## src/rtl/rf_pkg.sv

```systemverilog
// Shared types and default sizing for the register file bank and its clear controller.
package rf_pkg;

  typedef enum logic {
    IDLE  = 1'b0,
    CLEAR = 1'b1
  } rf_state_e;

  localparam int unsigned RfWidthDefault = 8;
  localparam int unsigned RfDepthDefault = 32;

endpackage

```

## src/rtl/rf_clear_ctrl.sv

```systemverilog
// Clear sequencer: walks PTR over every register, one per cycle, and flags BUSY meanwhile.
module rf_clear_ctrl
  import rf_pkg::*;
#(
  parameter  int unsigned DEPTH = RfDepthDefault,
  localparam int unsigned AW    = $clog2(DEPTH)
) (
  input  logic          CLK,
  input  logic          RST,
  input  logic          CLR,
  output logic [AW-1:0] PTR,
  output logic          BUSY
);

  rf_state_e     state_q, state_d;
  logic [AW-1:0] ptr_q, ptr_d;

  always_comb begin
    state_d = state_q;
    ptr_d   = ptr_q;
    case (state_q)
      IDLE: begin
        if (CLR) begin
          state_d = CLEAR;
          ptr_d   = '0;
        end
      end
      CLEAR: begin
        // Exit on the last index rather than relying on the pointer wrapping.
        ptr_d = ptr_q + AW'(1);
        if (ptr_q == AW'(DEPTH - 1)) begin
          state_d = IDLE;
        end
      end
      default: state_d = IDLE;
    endcase
  end

  always_ff @(posedge CLK) begin
    if (RST) begin
      state_q <= CLEAR;
      ptr_q   <= '0;
    end else begin
      state_q <= state_d;
      ptr_q   <= ptr_d;
    end
  end

  // Reset itself reads as busy so outputs are quiet before the first clear starts.
  assign BUSY = RST | (state_q == CLEAR);
  assign PTR  = ptr_q;

endmodule

```

## src/rtl/reg_file_bank.sv

```systemverilog
// Two-read, one-write register file with a sequenced full clear and optional write-through.
module reg_file_bank
  import rf_pkg::*;
#(
  parameter  int unsigned WIDTH  = RfWidthDefault,
  parameter  int unsigned DEPTH  = RfDepthDefault,
  parameter  int unsigned BYPASS = 0,
  localparam int unsigned AW     = $clog2(DEPTH)
) (
  input  logic             CLK,
  input  logic             RST,
  input  logic [WIDTH-1:0] DIN,
  input  logic [AW-1:0]    ADRX,
  input  logic [AW-1:0]    ADRY,
  input  logic             RF_WR,
  input  logic             CLR,
  output logic [WIDTH-1:0] DX_OUT,
  output logic [WIDTH-1:0] DY_OUT,
  output logic             BUSY
);

  logic [WIDTH-1:0] mem_q [DEPTH];
  logic [AW-1:0]    clr_ptr;
  logic             busy;

  rf_clear_ctrl #(
    .DEPTH(DEPTH)
  ) u_clear_ctrl (
    .CLK (CLK),
    .RST (RST),
    .CLR (CLR),
    .PTR (clr_ptr),
    .BUSY(busy)
  );

  // With RST low, busy means the sequencer is in CLEAR and owns the write port.
  always_ff @(posedge CLK) begin
    if (!RST) begin
      if (busy) begin
        mem_q[clr_ptr] <= '0;
      end else if (RF_WR) begin
        mem_q[ADRX] <= DIN;
      end
    end
  end

  always_comb begin
    DX_OUT = mem_q[ADRX];
    DY_OUT = mem_q[ADRY];
    if (busy) begin
      DX_OUT = '0;
      DY_OUT = '0;
    end else if ((BYPASS != 0) && RF_WR) begin
      DX_OUT = DIN;
      if (ADRY == ADRX) begin
        DY_OUT = DIN;
      end
    end
  end

  assign BUSY = busy;

endmodule

```

## config.mk

```make
export PLATFORM = sky130hd
export DESIGN_NAME = reg_file_bank
export DESIGN_NICKNAME = d
export VERILOG_FILES = /design/src/rtl/rf_pkg.sv /design/src/rtl/rf_clear_ctrl.sv /design/src/rtl/reg_file_bank.sv
export SDC_FILE = /design/constraint.sdc
export NUM_CORES = 1
export LEC_CHECK = 0
export ABC_AREA = 1
export CORE_ASPECT_RATIO = 2
export CORE_UTILIZATION = 55
export CTS_BUF_LIST = sky130_fd_sc_hd__clkbuf_4
export DETAILED_ROUTE_END_ITERATION = 8
export GPL_ROUTABILITY_DRIVEN = 0
export PLACE_DENSITY = 0.72
export SYNTH_ARGS = -nofsm -noshare
export SYNTH_HDL_FRONTEND = slang
export SYNTH_SLANG_ARGS = --single-unit
```

## constraint.sdc

```tcl
create_clock -name CLK -period 5.7 [get_ports CLK]
set_input_delay 1.14 -clock CLK [delete_from_list [all_inputs] [get_ports CLK]]
set_output_delay 1.14 -clock CLK [all_outputs]
set_load 0.01 [all_outputs]
```

==> results.yml <==
critical_path:
  crit_chain: "clkdlybuf4s50_1, inv_1, nand2_1, nand3_1, nand2_1, nor2_1, clkdlybuf4s50_1"
  cp_max_fo: 22
  start_kind: "input port"
  slowest_stage: "inv_1"
  end_kind: "output port"
  critPathRequiredTime_ns: 4.56
  max_stage_delay_ns: 0.83
  critPathTopFamily: "buffers and inverters"
  path_class: "input port to output port"
  path_buf_inv: 3
  arrival_ns: 3.86
yosys:
  synth_area_leaders: "edfxtp_1 56%, nand2_1 18%, nand3_1 13%"
  synthMuxAreaShare_pct: 0
  syn-num-nets: 1615
  yosysTopAreaCell: "edfxtp_1"
  seq_area_frac_synth_pct: 57.3
  synth_fa_ha_area_share_pct: 0.184
  syn_avg_cell_area_um2: 8.57
  synth_xor_xnor_area_share_pct: 0
  synth_top_family_by_area: "simple AND/OR/NAND/NOR gates"
  synth.distinct_cells: 31
  yosysWarnings: 0
  ys_ff_latch: 262
  synthCells: 1591
  synth.cell_area_um2: 13600
  yosys.area.top_type_share_pct: 56.4
  synth_compound_area_share_pct: 2.56
  synthSimpleGateAreaFrac_pct: 34.9
clock_network:
  cts_made_buffers: 56
  tritoncts: "built"
  postCtsSetupBuffers: 0
  cts_buffer_depth: 3
  clk_latency_ns: 0.71
  ctsHoldBuffers: 0
  postCtsResizedCells: 0
  cts_max_level: 2
  cts_sinks: 262
  clk_pin_slew_ns: 0.06
  clockRootBuffer: "clkbuf_4"
status:
  status: "finished, final reports clean"
cells_and_area:
  fillers: 2144
  nets: 1633
  areaGrowthSynthToFinish_pct: 8.71
  drive_above_1_share_pct: 9.05
  regArea_um2: 7810
  multi_input_area_um2: 5160
  post-route-util_pct: 60.7
sta:
  holdWs_ns: 0.484
  setup_viol: 0
  period_minus_slack_ns: 5.00
  finalCritPeriodShare_pct: 87.7
  report.final.slew_viol_count: 0
  relSlewSlack_pct: 26.9
  fin_skew_ns: 0.0144
  tightest_slew_ns: 1.09
  tns_ns: 0
  rsz0062_at_grt: "false"
  clock.fmax_mhz: 200
  hold_viol_final: 0
floorplanning:
  rows: 81
  die_y_um: 225
  floorplan.die_area_um2: 25500
  die_w_um: 113
  core_um2: 24400
  ios: 39
  start_util_pct: 55.8
power:
  p_per_area_nw_per_um2: 259
  power_uw: 3840
  power_leakage_uw: 0.00590
  ir_drop_uv: 153
routing:
  via_per_inst: 6.03
  firstDrtPassIters: 5
  drt-total-wl_mm: 41.7
  ant_nets: 0
  route.detailed.drc: 0
  routedWlPerCell_um: 21.1
  drtIter0Drc: 1367
  vias: 11932
global_route:
  antenna_found_initial: 1
  grt_max_degree: 136
  grt_usage_pct: 33.9
  gr-total-overflow: 0
  grt_pass1_vias: 11533
  grt_pass1_wl_mm: 64.1
hold_path:
  min_path_type: "flop to flop"
run:
  drv_cap: 0
place:
  port_buffers: 38
  place_hpwl_mm: 25.2
per-stage QoR:
step | instance area, um^2 | cells | setup WS [ns]
final | 14800 | 1979 | 0.700
after CTS | 14800 | 1978 | 0.770
after global routing | 14800 | 1979 | 0.621
after floorplan | 13600 | 1591 | 2.35
after detailed placement | 14200 | 1883 | 0.768
after global placement | 14200 | 1883 | 0.728
per-layer routing:
metal | wire length [um] | part of all wire (%) | GRT usage [%]
met5 | 0 | 0 | 0
met4 | 3120 | 7.5 | 25.2
met3 | 3550 | 8.5 | 4.53
met2 | 20700 | 50 | 55.8
met1 | 14300 | 34 | 40.4
cells by family after synthesis:
family / count (synthesis)
adder cells (fa/ha/maj): 2
buffers and inverters: 142
AO/OA/AOI/OAI: 63
AND/OR/NAND/NOR: 1122
flip-flops: 262
report_power, final:
group / internal [uW] / total, uW / switching (uW)
sequential: 2090 / 2100 / 6.03
combinational: 115 / 409 / 294
clock: 615 / 1330 / 715
total: 2820 / 3840 / 1010
flip-flops by register name (all words and copies together), names as in the netlist:
register / flops
u_clear_ctrl.PTR: 5
u_clear_ctrl.state_q: 1
mem_q: 256
cell usage in the layout, fill, tap and decap left out, types with 8 or more instances in the layout:
master           netlist  routed
clkbuf_4               0      76
clkinv_1               3      17
o21ai_0               24      24
buf_4                 24      24
edfxtp_1             256     256
nor2_2                 1       8
clkdlybuf4s50_1        0      34
nor2_1               105      97
a21oi_1               27      27
nand2_1              639     639
nand3_1              360     360
inv_1                 28      27
cells in the mapped netlist:
cell      count
nor2_4        2
buf_6         1
nand2_4       1
o21ai_1       4
nor2_2        1
inv_1        28
buf_1        13
a211oi_1      1
clkinv_1      3
buf_4        24
nand3_2       4
ha_1          2
o21ai_0      24
buf_2        34
nor3_1        1
inv_2         5
nand2_1     639
nor2_8        1
and3_1        1
o21ai_4       1
o21ai_2       5
edfxtp_1    256
dfxtp_1       6
clkbuf_1     33
nand3_1     360
nand2_2       6
buf_12        1
nand2_8       1
a21oi_1      27
nor2_1      105
a31oi_1       1
path summary, 6_finish.rpt:
| path | start | endpoint | slack, ns | cells after the start |
|---|---|---|---|---|
| worst max-delay path | ADRX[3] | DX_OUT[0] | 0.70 | 7 |
| worst min-delay path | u_clear_ctrl.PTR[1]$_SDFFE_PP0P_ | u_clear_ctrl.PTR[1]$_SDFFE_PP0P_ | 0.48 | 2 |
| worst max register to register | u_clear_ctrl.state_q$_SDFF_PP1_ | mem_q[1][1]$_DFFE_PP_ | 2.77 | 7 |
| worst min register to register | u_clear_ctrl.PTR[1]$_SDFFE_PP0P_ | u_clear_ctrl.PTR[1]$_SDFFE_PP0P_ | 0.48 | 2 |
worst reg2reg max path, delay by kind of cell (launching register included):
family          cells  cell delay, ns
compound gates      1            0.08
buf+inv             1            0.13
simple gates        5            1.91
flops               1            0.43
layout make-up:
class / instances / share of cell area, %
flip-flops and latches: 262 / 52.7
multi-input cells: 1187 / 34.8
repair buffers: 66 / 4.39
clock buffers: 76 / 3.85
well taps: 332 / 2.80
inverters: 36 / 0.929
clock inverters: 19 / 0.507
diodes: 1 / 0.0169
(Power assumes the default switching activity.)
